==> src/rtl/data_sram_ctrl_pkg.sv <==
// Shared encodings for the MEM-stage data SRAM controller: access codes,
// bus size codes and controller state encoding.
package data_sram_ctrl_pkg;

   localparam logic [3:0] OP_LD_B = 4'b0000;
   localparam logic [3:0] OP_LD_H = 4'b0001;
   localparam logic [3:0] OP_LD_W = 4'b0010;
   localparam logic [3:0] OP_ST_B = 4'b0100;
   localparam logic [3:0] OP_ST_H = 4'b0101;
   localparam logic [3:0] OP_ST_W = 4'b0110;

   localparam logic [1:0] SIZE_BYTE = 2'b00;
   localparam logic [1:0] SIZE_HALF = 2'b01;
   localparam logic [1:0] SIZE_WORD = 2'b10;

   localparam logic [1:0] ST_IDLE = 2'b00;
   localparam logic [1:0] ST_REQ  = 2'b01;
   localparam logic [1:0] ST_WAIT = 2'b10;
   localparam logic [1:0] ST_DONE = 2'b11;

   function automatic logic op_legal(input logic [3:0] op);
      case (op)
         OP_LD_B, OP_LD_H, OP_LD_W, OP_ST_B, OP_ST_H, OP_ST_W: return 1'b1;
         default: return 1'b0;
      endcase
   endfunction

endpackage

==> src/rtl/data_sram_ctrl.sv <==
// MEM-stage data SRAM bus controller: issues one request per instruction,
// tracks the response, and discards responses owed to flushed instructions.
module data_sram_ctrl
   import data_sram_ctrl_pkg::*;
(
   input  logic        clk,
   input  logic        reset,
   input  logic        flush,
   input  logic        ms_valid,
   input  logic        ms_ex,
   input  logic [3:0]  mem_op,
   input  logic [31:0] addr,
   input  logic [31:0] wdata,
   input  logic        wb_allow_in,
   output logic        data_sram_req,
   output logic        data_sram_wr,
   output logic [1:0]  data_sram_size,
   output logic [3:0]  data_sram_wstrb,
   output logic [31:0] data_sram_addr,
   output logic [31:0] data_sram_wdata,
   input  logic        data_sram_addr_ok,
   input  logic        data_sram_data_ok,
   input  logic [31:0] data_sram_rdata,
   output logic        ms_ready_go,
   output logic [31:0] ms_rdata
);

   logic [1:0]  state_q, state_d;
   logic        discard_q, discard_d;
   logic [31:0] rdata_buf_q, rdata_buf_d;
   logic        access_needed;
   logic        issue;

   assign access_needed = ms_valid && op_legal(mem_op) && !ms_ex && !flush;
   assign issue         = access_needed && (state_q == ST_IDLE) && !discard_q;

   always_comb begin
      state_d     = state_q;
      discard_d   = discard_q;
      rdata_buf_d = rdata_buf_q;
      // A pending discard absorbs the very next response; a kill in the same
      // cycle re-arms it below.
      if (data_sram_data_ok) discard_d = 1'b0;
      case (state_q)
         ST_IDLE: begin
            if (issue) state_d = data_sram_addr_ok ? ST_WAIT : ST_REQ;
         end
         ST_REQ: begin
            if (data_sram_addr_ok) begin
               if (flush) begin
                  state_d   = ST_IDLE;
                  discard_d = 1'b1;
               end else begin
                  state_d = ST_WAIT;
               end
            end else if (flush) begin
               state_d = ST_IDLE;
            end
         end
         ST_WAIT: begin
            if (flush) begin
               state_d = ST_IDLE;
               if (!data_sram_data_ok) discard_d = 1'b1;
            end else if (data_sram_data_ok) begin
               if (wb_allow_in) begin
                  state_d = ST_IDLE;
               end else begin
                  state_d     = ST_DONE;
                  rdata_buf_d = data_sram_rdata;
               end
            end
         end
         ST_DONE: begin
            if (wb_allow_in || flush) state_d = ST_IDLE;
         end
         default: state_d = ST_IDLE;
      endcase
   end

   always_ff @(posedge clk) begin
      if (reset) begin
         state_q     <= ST_IDLE;
         discard_q   <= 1'b0;
         rdata_buf_q <= 32'h0;
      end else begin
         state_q     <= state_d;
         discard_q   <= discard_d;
         rdata_buf_q <= rdata_buf_d;
      end
   end

   always_comb begin
      data_sram_wstrb = 4'b0000;
      case (mem_op)
         OP_ST_B: data_sram_wstrb = 4'b0001 << addr[1:0];
         OP_ST_H: data_sram_wstrb = addr[1] ? 4'b1100 : 4'b0011;
         OP_ST_W: data_sram_wstrb = 4'b1111;
         default: data_sram_wstrb = 4'b0000;
      endcase
   end

   assign data_sram_req   = !reset && (issue || (state_q == ST_REQ));
   assign data_sram_wr    = mem_op[2];
   assign data_sram_size  = mem_op[1:0];
   assign data_sram_addr  = addr;
   assign data_sram_wdata = wdata;

   assign ms_ready_go = !access_needed
                     || ((state_q == ST_WAIT) && data_sram_data_ok && !discard_q)
                     || (state_q == ST_DONE);
   assign ms_rdata    = (state_q == ST_DONE) ? rdata_buf_q : data_sram_rdata;

endmodule
==> config.mk <==
export PLATFORM = sky130hd
export DESIGN_NAME = data_sram_ctrl
export DESIGN_NICKNAME = d
export VERILOG_FILES = /design/src/rtl/data_sram_ctrl_pkg.sv /design/src/rtl/data_sram_ctrl.sv
export SDC_FILE = /design/constraint.sdc
export NUM_CORES = 1
export LEC_CHECK = 0
export ABC_AREA = 1
export BUFFER_PORTS_ARGS = -buffer_cell sky130_fd_sc_hd__buf_2
export CAP_MARGIN = 0
export CORE_AREA = 2 2 82 84
export CTS_BUF_LIST = sky130_fd_sc_hd__clkbuf_8
export CTS_CLUSTER_DIAMETER = 100
export DETAILED_ROUTE_END_ITERATION = 6
export DIE_AREA = 0 0 84 86
export PLACE_DENSITY = 0.84
export SYNTH_ARGS = -nofsm -noshare
export SYNTH_HDL_FRONTEND = slang
export SYNTH_SLANG_ARGS = --single-unit
==> constraint.sdc <==
create_clock -name clk -period 3.88 [get_ports clk]
set_input_delay 0.776 -clock clk [delete_from_list [all_inputs] [get_ports clk]]
set_output_delay 0.776 -clock clk [all_outputs]
set_load 0.05 [all_outputs]
* Yosys cells after proc, flatten, opt, wreduce, memory -nomap -nowiden
Index checks and enable logic that the tools add are counted.
** Word-level totals
- Bits in registers :: 35
- Output and inout port bits :: 105
- Word-level logic and storage cells :: 60
** Cells by class
- Equal/unequal tests :: 12
- Shift-type cells :: 1
- Mux-type cells :: 20
- Bitwise logic cells :: 2
- Reductions and logical operators :: 22
** Operators by type and width (number)
- $mux W32 :: 1
- $mux W2 :: 9
- $eq A4 B3 Y1 const B :: 3
- $pmux W4 S3 :: 1
- $logic_and A1 B1 Y1 :: 8
- $pmux W2 S4 :: 1
- $reduce_and A4 Y1 :: 2
- $mux W1 :: 6
- $ne A3 B3 Y1 const B :: 2
- $reduce_or A6 Y1 :: 1
- $logic_not A1 Y1 :: 5
- $eq A2 B2 Y1 const B :: 2
- $eq A4 B1 Y1 const B :: 1
- $eq A4 B2 Y1 const B :: 1
- $logic_not A4 Y1 :: 1
- $logic_or A1 B1 Y1 :: 4
- $mux W4 :: 1
- $ne A2 B2 Y1 const B :: 2
- $shl A1 B2 Y4 const A :: 1
- $eq A2 B1 Y1 const B :: 1
- $logic_not A2 Y1 :: 1
- $not A1 Y1 :: 2
- $pmux W1 S2 :: 1

* Depth between registers and ports, before layout
Gate-level depths: netlist of the first run.
- Word-level depth :: 10
- Depth in mapped cells :: 10
- Depth with buffers taken out :: 10

* Least setup slack after synthesis of the first run
Ideal clock, no wire load.
- Path kind :: in2out
- Start :: input port mem_op[1]
- End :: output port data_sram_wstrb[0]
- Data arrival time :: 2.283 ns
- Slack :: 0.821 ns
- Cell stages on the path :: 3
- Cell sequence :: nor4_1 > nand2_1 > o21ai_0
** On the way
- Cells in the longest elaborated chain, start to end :: 2
** RTL lines
- start: declaration :: line data_sram_ctrl.sv:11 : input logic [3:0] mem_op,
- $eq A4 B3 Y1 :: line data_sram_ctrl.sv:94 : case (mem_op)
- $pmux W4 S3 (*) :: line data_sram_ctrl.sv:94
- end: declaration :: line data_sram_ctrl.sv:18 : output logic [3:0] data_sram_wstrb,
Mark *: on every way between the ends. The rest lies on a longest branch, timed or not.

* Final worst setup path of the first run
- Start :: register state_q[0]
- End :: output port ms_ready_go
** On the way
- Cells in the longest elaborated chain, start to end :: 5
** RTL lines
- start: declaration :: line data_sram_ctrl.sv:28 : logic [1:0] state_q, state_d;
- start signal: assignment :: line data_sram_ctrl.sv:86 : state_q <= state_d;
- $eq A2 B2 Y1 :: line data_sram_ctrl.sv:109 : || ((state_q == ST_WAIT) && data_sram_data_ok && !discard_q)
- $logic_and A1 B1 Y1 (2 in a row) :: line data_sram_ctrl.sv:109
- $logic_or A1 B1 Y1 :: line data_sram_ctrl.sv:109
- $logic_or A1 B1 Y1 (*) :: line data_sram_ctrl.sv:110 : || (state_q == ST_DONE);
- end: declaration :: line data_sram_ctrl.sv:24 : output logic ms_ready_go,
Marked as above.

==> qor.yml, run 1 <==
period_share_pct: 74.0
synth_flop_cell: "dfxtp_1"
final_area_mm2: 0.00247
cp_cell_sequence: "ha_1, inv_2, nand3_1, buf_2"
cts_tree: "built"
worstPathRequired_ns: 3.10
dr.pass1.iters: 4
yosysSeqAreaShare_pct: 28.7
ys_warn_count: 0
setup.worst_path.end_class: "primary output"
clock_skew_ns: 0.00483
drive_above_1_share_pct: 25.9
placementRows: 29
insertion_delay_ns: 0.28
period_needed_ns: 2.87
crit_family: "buffers and inverters"
startpoint: "state_q[0]$_SDFFE_PP0P_"
ctsHoldBuffers: 0
io_pins: 213
syn2layout_area_growth_pct: 1.23
wl_per_cell_um: 11.7
worstSetupEndpoint: "ms_ready_go"
cts_resized: 0
grt_max_degree: 36
placed_area_mm2: 0.00238
drtIter0Drc: 87
hold_viol: 0
syn-num-nets: 496
critPathMaxStageDelay_ns: 0.56
rr_startpoint: "state_q[0]$_SDFFE_PP0P_"
setup_viol: 0
dieArea_mm2: 0.00722
grt_overflow: 0
clk_pin_slew_ns: 0.07
slew_headroom_pct: 37.6
reg2reg_depth: 7
antenna_cells: 0
synthTopCellsByCount: "114 x nand2_1, 73 x nor2_1, 67 x buf_4, 35 x dfxtp_1, 29 x o21ai_0"
gp_congestion: 0.864
worst_ep_arrival_time_ns: 2.10
cts_setup_buffers: 0
crit_fanout: 34
leakage_nw: 1.25
antenna_found_initial: 0
tightest_slew_ns: 0.934
grt_util_all_layers_pct: 14.9
num_vias: 2246
run_status: "finished, final reports clean"
dieHeight_um: 86
switching_share_pct: 45.1
yosys.area.top_type: "dfxtp_1"
finalSetupTns_ns: 0
htree_levels: 2
grt_pass1_wl_mm: 9.06
wirelength_mm: 5.58
grt_pass1_vias: 2005
clkPwrFrac_pct: 21.2
path_buf_inv: 2
seqPwrFrac_pct: 34.6
cts_sinks: 35
internal_power_mw: 0.657
synth_cell_type_count: 24
viasPerCell: 4.73
synth-seq-cells: 35
syn_area_mm2: 0.00244
portBuffers: 88
fillCellCount: 672
crit_path_start_kind: "flop"
initial_core_util_pct: 38.8
yosys.area.top_type_share_pct: 28.7
switchingPower_mw: 0.541
cts_buffer_depth: 2
cts-buffers-inserted: 5
ant_nets: 0
final_max_slew_viol_count: 0
drc: 0
synthArstFlopShare_pct: 0
crit_slowest_cell: "ha_1"
maxCapViolCount: 0
path_depth: 4
rsz0062_at_grt: "no"
coreArea_mm2: 0.00628
syn_area_per_cell_um2: 6.35
max_freq_mhz: 348
synth_enable_flop_cells: 0
die_w_um: 84
netlist_instances: 384
power.density_mw_per_mm2: 485
p_comb_share_pct: 44.1
final_nets: 509
worstHoldPathType: "reg2reg"
yosys.cell_count.top_type: "nand2_1"
ctsRootBufferMaster: "clkbuf_8"
path_class: "reg2out"
synth.area.top_cells: "dfxtp_1 29%, buf_4 21%, nand2_1 18%"
max-vdd-ir-drop_uv: 274
ff2ff_setup_slack_ns: 1.85
r2r-end: "state_q[0]$_SDFFE_PP0P_"
hpwl_mm: 4.16
[how the worst min path moves through the flow]
stage	start	endpoint	slack, ns	cells past startpoint
6_report	rdata_buf_q[7]$_SDFFE_PP0P_	rdata_buf_q[7]$_SDFFE_PP0P_	0.49	2
5_1_grt	rdata_buf_q[19]$_SDFFE_PP0P_	rdata_buf_q[19]$_SDFFE_PP0P_	0.51	2
4_1_cts	rdata_buf_q[16]$_SDFFE_PP0P_	rdata_buf_q[16]$_SDFFE_PP0P_	0.49	2
3_5_place_dp	rdata_buf_q[16]$_SDFFE_PP0P_	rdata_buf_q[16]$_SDFFE_PP0P_	0.47	2
3_3_place_gp	rdata_buf_q[9]$_SDFFE_PP0P_	rdata_buf_q[9]$_SDFFE_PP0P_	0.46	2
2_1_floorplan	rdata_buf_q[18]$_SDFFE_PP0P_	rdata_buf_q[18]$_SDFFE_PP0P_	0.45	2
[kinds of logic (layout without fill, tap and decap cells)]
logic type / Yosys count / in the layout / synth area share [%]
AND/OR/NAND/NOR: 197 / 197 / 31.7
adder cells (fa/ha/maj): 4 / 4 / 2.05
buffers and inverters: 101 / 115 / 27.4
AO/OA/AOI/OAI: 47 / 47 / 10.1
flip-flops: 35 / 35 / 28.7
[cells in the final DEF (no fill, tap or decap), drive strengths merged]
master,netlist,layout
nand2,114,114
buf,74,89
nor2,75,75
o21ai,40,40
dfxtp,35,35
inv,18,19
nand3,7,7
clkbuf,9,5
ha,4,4
a21oi,3,3
a31oi,2,2
nor4,1,1
o22ai,1,1
o21bai,1,1
clkinvlp,0,1
clkinv,0,1
[power groups by stage]
stage | logic (mW) | clock network, mW | registers, mW
floorplan | 0.592 | 0 | 0.417
global placement | 0.522 | 0 | 0.420
detailed placement | 0.532 | 0 | 0.423
CTS | 0.533 | 0.267 | 0.415
global route | 0.582 | 0.284 | 0.418
finish | 0.529 | 0.254 | 0.415
[tightest hold or removal path, cell delays in order, from the launching register on]
cell and delay, ns:
dfxtp_1 0.33, nor2_1 0.05, nor2_1 0.08
[layout make-up]
class	instances	area [um^2]	area share, %
inverter	18	70.1	2.84
clock buffer	5	68.8	2.79
tap	77	96.3	3.90
sequential	35	701	28.4
timing repair buffer	89	448	18.1
multi-input combinational	248	1070	43.3
clock inverter	3	16.3	0.659
[registers in the layout, summed over array words and instances, names as in the netlist]
register and count:
discard_q 1, rdata_buf_q 32, state_q 2
[metal layers]
layer  vias to the layer above  global-route usage (%)  part of all wire, %
met5                         -                       0                    0
met2                       112                    26.9                   50
met4                         0                    5.72                  2.3
li1                       1140                       -                    -
met1                       973                    16.3                   39
met3                        21                    4.91                  8.8
[stage by stage]
step | std cells | total power [mW] | worst slack (ns) | hold slack [ns] | utilization [%]
finish | 475 | 1.20 | 1.01 | 0.486 | 39.3
global route | 475 | 1.28 | 0.817 | 0.508 | 39.3
CTS | 475 | 1.21 | 0.926 | 0.491 | 39.3
detailed placement | 467 | 0.955 | 1.24 | 0.473 | 38.0
global placement | 467 | 0.941 | 1.27 | 0.462 | 38.0
floorplan | 384 | 1.01 | 0.821 | 0.454 | -
(Power assumes the default switching activity.)
==> inputs of run 2 (changes only) <==
--- a/config.mk
+++ b/config.mk
@@ -8,11 +8,11 @@
 export ABC_AREA = 1
 export BUFFER_PORTS_ARGS = -buffer_cell sky130_fd_sc_hd__buf_2
 export CAP_MARGIN = 0
-export CORE_AREA = 2 2 82 84
+export CORE_MARGIN = 1.5
+export CORE_UTILIZATION = 39
 export CTS_BUF_LIST = sky130_fd_sc_hd__clkbuf_8
 export CTS_CLUSTER_DIAMETER = 100
 export DETAILED_ROUTE_END_ITERATION = 6
-export DIE_AREA = 0 0 84 86
 export PLACE_DENSITY = 0.84
 export SYNTH_ARGS = -nofsm -noshare
 export SYNTH_HDL_FRONTEND = slang
==> constraint.sdc (replaced) <==
create_clock -name clk -period 2.73 [get_ports clk]
set_input_delay 0.546 -clock clk [delete_from_list [all_inputs] [get_ports clk]]
set_output_delay 0.546 -clock clk [all_outputs]
set_load 0.05 [all_outputs]
==> qor.yml, run 2 (synthesis gave the netlist of run 1 again) <==
portBuffers: 88
crit_fanout: 34
viasPerCell: 4.76
hold_viol: 0
insertion_delay_ns: 0.28
grt_overflow: 0
path_buf_inv: 2
critPathMaxStageDelay_ns: 0.45
antenna_found_initial: 0
dieArea_mm2: 0.00674
wl_per_cell_um: 11.4
num_vias: 2256
antenna_cells: 0
final_max_slew_viol_count: 0
ctsHoldBuffers: 0
grt_pass1_wl_mm: 8.31
hpwl_mm: 3.90
ant_nets: 0
period_share_pct: 84.9
mostFrequentLayoutCell: "nand2_1"
htree_levels: 2
worstHoldPathType: "reg2reg"
cts_tree: "built"
worst_ep_arrival_time_ns: 1.77
die_w_um: 82.1
setup.worst_path.end_class: "primary output"
regMostFlops: "rdata_buf_q"
max-vdd-ir-drop_uv: 298
crit_slowest_cell: "inv_2"
finalSetupTns_ns: 0
grt_pass1_vias: 1909
gp_congestion: 0.737
cts_setup_buffers: 0
top_regs: "rdata_buf_q x32, state_q x2, discard_q x1"
largest_reg_flops: 32
power.density_mw_per_mm2: 725
cts-buffers-inserted: 5
placementRows: 28
maxCapViolCount: 0
rsz0062_at_grt: "no"
drtIter0Drc: 101
dr.pass1.iters: 4
max_freq_mhz: 431
crit_family: "buffers and inverters"
final_cell_mix: "114 x nand2_1, 88 x buf_2, 73 x nor2_1, 35 x dfxtp_1, 29 x o21ai_0"
grt_util_all_layers_pct: 16.0
cp_cell_sequence: "ha_1, inv_2, nand2_1, nand2_1, buf_2"
total_power_mw: 1.82
clk_pin_slew_ns: 0.07
io_pins: 213
dieHeight_um: 82.1
final_nets: 510
drc: 0
leakage_nw: 1.27
worstPathRequired_ns: 2.18
run_status: "finished, final reports clean"
drive_above_1_share_pct: 26.3
coreArea_mm2: 0.00599
cts_sinks: 35
tightest_slew_ns: 0.597
initial_core_util_pct: 40.7
slew_headroom_pct: 60.1
syn2layout_area_growth_pct: 2.77
critPathMostFrequentCell: "nand2_1"
setup_viol: 0
crit_path_start_kind: "flop"
period_needed_ns: 2.32
grt_max_degree: 35
ctsRootBufferMaster: "clkbuf_8"
cts_resized: 0
clock_skew_ns: 0.00678
wirelength_mm: 5.42
cts_buffer_depth: 2
path_class: "reg2out"
-- run 2: area by class of cell --
type | instances | area [um^2]
fill | 618 | 3480
multi-input combinational | 248 | 1070
sequential | 35 | 701
timing repair buffer | 90 | 455
tap | 75 | 93.8
clock buffer | 6 | 82.6
inverter | 18 | 70.1
clock inverter | 2 | 35.0
-- run 2: where the power goes --
part | leakage, nW | switching, mW | internal (mW)
clock | 0.0612 | 0.180 | 0.295
combinational | 0.930 | 0.554 | 0.200
sequential | 0.283 | 0.0319 | 0.557
-- run 2: stage by stage --
stage / util (%) / std cells / cell area (um^2) / hold WS [ns] / setup WS [ns]
finish: 41.8 / 474 / 2510 / 0.485 / 0.412
global placement: 39.9 / 466 / 2390 / 0.463 / 0.628
floorplan: - / 384 / 2440 / 0.454 / 0.131
detailed placement: 39.9 / 466 / 2390 / 0.473 / 0.551
global route: 41.8 / 474 / 2510 / 0.511 / 0.236
CTS: 41.8 / 474 / 2510 / 0.490 / 0.368
-- run 2: routing by layer --
layer	part of all wire (%)	GRT usage, %	routed length, um
met1	40	16.5	2180
met2	49	29.2	2640
met3	8.4	4.67	455
met4	2.7	7.63	146
met5	0	0	0
-- run 2: worst min-delay path, stage by stage, from the launching register on --
cell and delay [ns]:
dfxtp_1 0.33, nor2_1 0.05, nor2_1 0.08
-- run 2: final timing paths --
check                                    from                           end  slack [ns]  cells past startpoint
setup / recovery      state_q[0]$_SDFFE_PP0P_                   ms_rdata[5]        0.41                      5
hold / removal    rdata_buf_q[8]$_SDFFE_PP0P_   rdata_buf_q[8]$_SDFFE_PP0P_        0.49                      2
setup reg to reg      state_q[0]$_SDFFE_PP0P_  rdata_buf_q[18]$_SDFFE_PP0P_        0.96                      6
hold reg to reg   rdata_buf_q[8]$_SDFFE_PP0P_   rdata_buf_q[8]$_SDFFE_PP0P_        0.49                      2
==> inputs of run 3 (changes only) <==
--- a/config.mk
+++ b/config.mk
@@ -5,15 +5,15 @@
 export SDC_FILE = /design/constraint.sdc
 export NUM_CORES = 1
 export LEC_CHECK = 0
-export ABC_AREA = 1
+export ABC_AREA = 0
 export BUFFER_PORTS_ARGS = -buffer_cell sky130_fd_sc_hd__buf_2
 export CAP_MARGIN = 0
 export CORE_MARGIN = 1.5
-export CORE_UTILIZATION = 39
+export CORE_UTILIZATION = 35
 export CTS_BUF_LIST = sky130_fd_sc_hd__clkbuf_8
 export CTS_CLUSTER_DIAMETER = 100
 export DETAILED_ROUTE_END_ITERATION = 6
-export PLACE_DENSITY = 0.84
+export PLACE_DENSITY = 0.81
 export SYNTH_ARGS = -nofsm -noshare
 export SYNTH_HDL_FRONTEND = slang
 export SYNTH_SLANG_ARGS = --single-unit
==> constraint.sdc (replaced) <==
create_clock -name clk -period 1.9 [get_ports clk]
set_input_delay 0.38 -clock clk [delete_from_list [all_inputs] [get_ports clk]]
set_output_delay 0.38 -clock clk [all_outputs]
set_load 0.05 [all_outputs]
==> qor.yml, run 3 <==
run_status: "finished with violations"
violations: "DRC, setup timing"
htree_levels: 2
worst_ep_arrival_time_ns: 1.62
dieArea_mm2: 0.00718
grt_max_degree: 36
hpwl_mm: 4.02
holdPathStages: 3
viasPerCell: 5.08
grt_util_all_layers_pct: 16.6
final_max_slew_viol_count: 0
coreArea_mm2: 0.00642
synth.area.top_cells: "dfxtp_1 30%, buf_4 21%, mux2_2 15%"
dr.pass1.iters: 6
path_class: "reg2out"
grt_pass1_vias: 2025
setup_slack_ns: -0.0979
switching_share_pct: 39.0
crit_path_start_kind: "flop"
seqPwrFrac_pct: 29.1
synth-seq-cells: 35
period_needed_ns: 2.00
top_regs: "rdata_buf_q x32, state_q x2, discard_q x1"
worstHoldPathType: "in2reg"
leakage_nw: 1.31
ff2ff_setup_slack_ns: 0.26
place_ws_ns: -0.345
largest_reg_flops: 32
worstPathRequired_ns: 1.52
cts-buffers-inserted: 5
crit_fanout: 3
clkPwrFrac_pct: 19.1
maxCapViolCount: 0
final_cell_mix: "66 x nand2_1, 48 x buf_2, 38 x a21oi_1, 33 x dfxtp_1, 24 x buf_8"
drive_above_1_share_pct: 49.2
clk_pin_slew_ns: 0.07
regMostFlops: "rdata_buf_q"
initial_core_util_pct: 36.4
ant_nets: 0
critPathMaxStageDelay_ns: 0.49
rr_startpoint: "state_q[1]$_SDFFE_PP0P_"
cp_cell_sequence: "inv_2, ha_4, nand2_2, nor2_1, or4_4, buf_8"
num_vias: 2053
ctsHoldBuffers: 0
setup.worst_path.end_class: "primary output"
ys_warn_count: 0
ctsRootBufferMaster: "clkbuf_8"
dieHeight_um: 84.8
clock_skew_ns: 0.00481
synthArstFlopShare_pct: 0
internal_power_mw: 1.74
slew_headroom_pct: 73.0
period_share_pct: 105
drc: 15
max-vdd-ir-drop_uv: 491
switchingPower_mw: 1.11
insertion_delay_ns: 0.28
grt_pass1_wl_mm: 9.51
power.density_mw_per_mm2: 908
synth_cell_type_count: 26
antenna_found_initial: 0
portBuffers: 88
final_area_mm2: 0.00314
yosysSeqAreaShare_pct: 29.9
fillCellCount: 584
hold-path-endpoint: "rdata_buf_q[1]$_SDFFE_PP0P_"
syn_area_mm2: 0.00234
p_comb_share_pct: 51.9
crit_family: "simple AND/OR/NAND/NOR gates"
drtIter0Drc: 67
wirelength_mm: 6.59
io_pins: 213
cts_tree: "built"
synth_enable_flop_cells: 0
wl_per_cell_um: 16.3
rsz0062_at_grt: "yes"
placementRows: 29
cts_sinks: 35
setup_viol: 34
hold_viol: 0
mostFrequentLayoutCell: "nand2_1"
antenna_cells: 0
netlist_instances: 294
placed_area_mm2: 0.00246
syn-num-nets: 406
holdCritStartpoint: "data_sram_rdata[1]"
die_w_um: 84.8
max_freq_mhz: 501
final_nets: 439
tightest_slew_ns: 0.405
yosys.area.top_type: "dfxtp_1"
synthTopCellsByCount: "67 x buf_4, 67 x nand2_1, 39 x a21oi_1, 35 x dfxtp_1, 32 x mux2_2"
cts_buffer_depth: 2
yosys.area.top_type_share_pct: 29.9
synth_flop_cell: "dfxtp_1"
crit_slowest_cell: "or4_4"
gp_congestion: 0.741
syn2layout_area_growth_pct: 34.2
syn_area_per_cell_um2: 7.96
reg2reg_depth: 7
path_buf_inv: 2
grt_overflow: 0
r2r-end: "state_q[1]$_SDFFE_PP0P_"
-- run 3: changes by cell type after synthesis, sizes merged, moves of 2 or more --
| cell | delta |
|---|---|
| nor3 | +3 |
| nand2 | -47 |
| nand2b | +7 |
| nand3 | -6 |
| nor2 | -69 |
| buf | -7 |
| a21oi | +36 |
| o21ai | -38 |
| mux2 | +32 |
| clkbuf | +5 |
| inv | -15 |
| a221oi | +2 |
-- run 3: power groups by stage --
stage	clock network, mW	logic (mW)	registers (mW)
2_1_floorplan	0	1.16	0.810
3_3_place_gp	0	1.07	0.814
3_5_place_dp	0	1.08	0.817
4_1_cts	0.566	1.31	0.826
5_1_grt	0.596	1.56	0.834
6_report	0.544	1.48	0.829
-- run 3: repair_timing --
action / in CTS / in global routing
hold endpoints to repair: 0 / 0
setup endpoints to repair: 38 / 38
setup buffers: 3 / 0
resized for setup: 95 / 49
pin swaps: 3 / 0
cloned: 1 / 2
-- run 3: how the worst max path moves through the flow --
| stage | startpoint | end | cells after the start |
|---|---|---|---|
| 5_1_grt | state_q[0]$_SDFFE_PP0P_ | ms_ready_go | 6 |
| 4_1_cts | state_q[0]$_SDFFE_PP0P_ | ms_ready_go | 6 |
| 3_5_place_dp | flush | ms_ready_go | 4 |
| 3_3_place_gp | flush | ms_ready_go | 4 |
| 2_1_floorplan | mem_op[0] | data_sram_wstrb[0] | 3 |
| 6_report | state_q[0]$_SDFFE_PP0P_ | ms_ready_go | 6 |
-- run 3: worst register-to-register path: cells and delay by family, from the launching register on --
family | cells | cell delay, ns
flip-flops | 1 | 0.37
AND/OR/NAND/NOR | 2 | 0.30
buffers and inverters | 2 | 0.31
adder cells (fa/ha/maj) | 1 | 0.23
AO/OA/AOI/OAI | 2 | 0.34
-- run 3: layer usage --
layer	track usage, %	part of all wire (%)	vias to the layer above
met2	31.6	53	101
met1	17.4	37	968
met3	4.72	8.1	18
met5	0	0	-
li1	-	-	966
met4	5.51	1.6	0
-- run 3: cells by family after synthesis --
logic type / after synthesis / share of synthesized area, %
mux: 32 / 15.4
compound gates: 48 / 11.3
fa+ha+maj: 4 / 2.14
flops: 35 / 29.9
simple gates: 91 / 17.0
buf+inv: 84 / 24.2
-- run 3: through the flow --
step | setup TNS, ns | utilization [%] | hold WS [ns] | std cells | total power, mW
5_1_grt | -3.75 | 48.9 | 0.334 | 404 | 2.98
6_report | -2.05 | 48.9 | 0.343 | 404 | 2.85
2_1_floorplan | -1.22 | - | 0.433 | 294 | 1.97
3_5_place_dp | -1.02 | 38.2 | 0.447 | 391 | 1.90
4_1_cts | -1.28 | 45.2 | 0.328 | 402 | 2.70
3_3_place_gp | -0.747 | 38.2 | 0.438 | 391 | 1.88
-- run 3: area by class of cell --
cell class	instances	area, um^2	area share, %
clock buffers	6	82.6	2.63
clock inverters	1	5.00	0.159
multi-input cells	175	1220	38.8
well taps	77	96.3	3.07
inverters	3	11.3	0.359
repair buffers	107	1020	32.4
flip-flops and latches	35	708	22.6
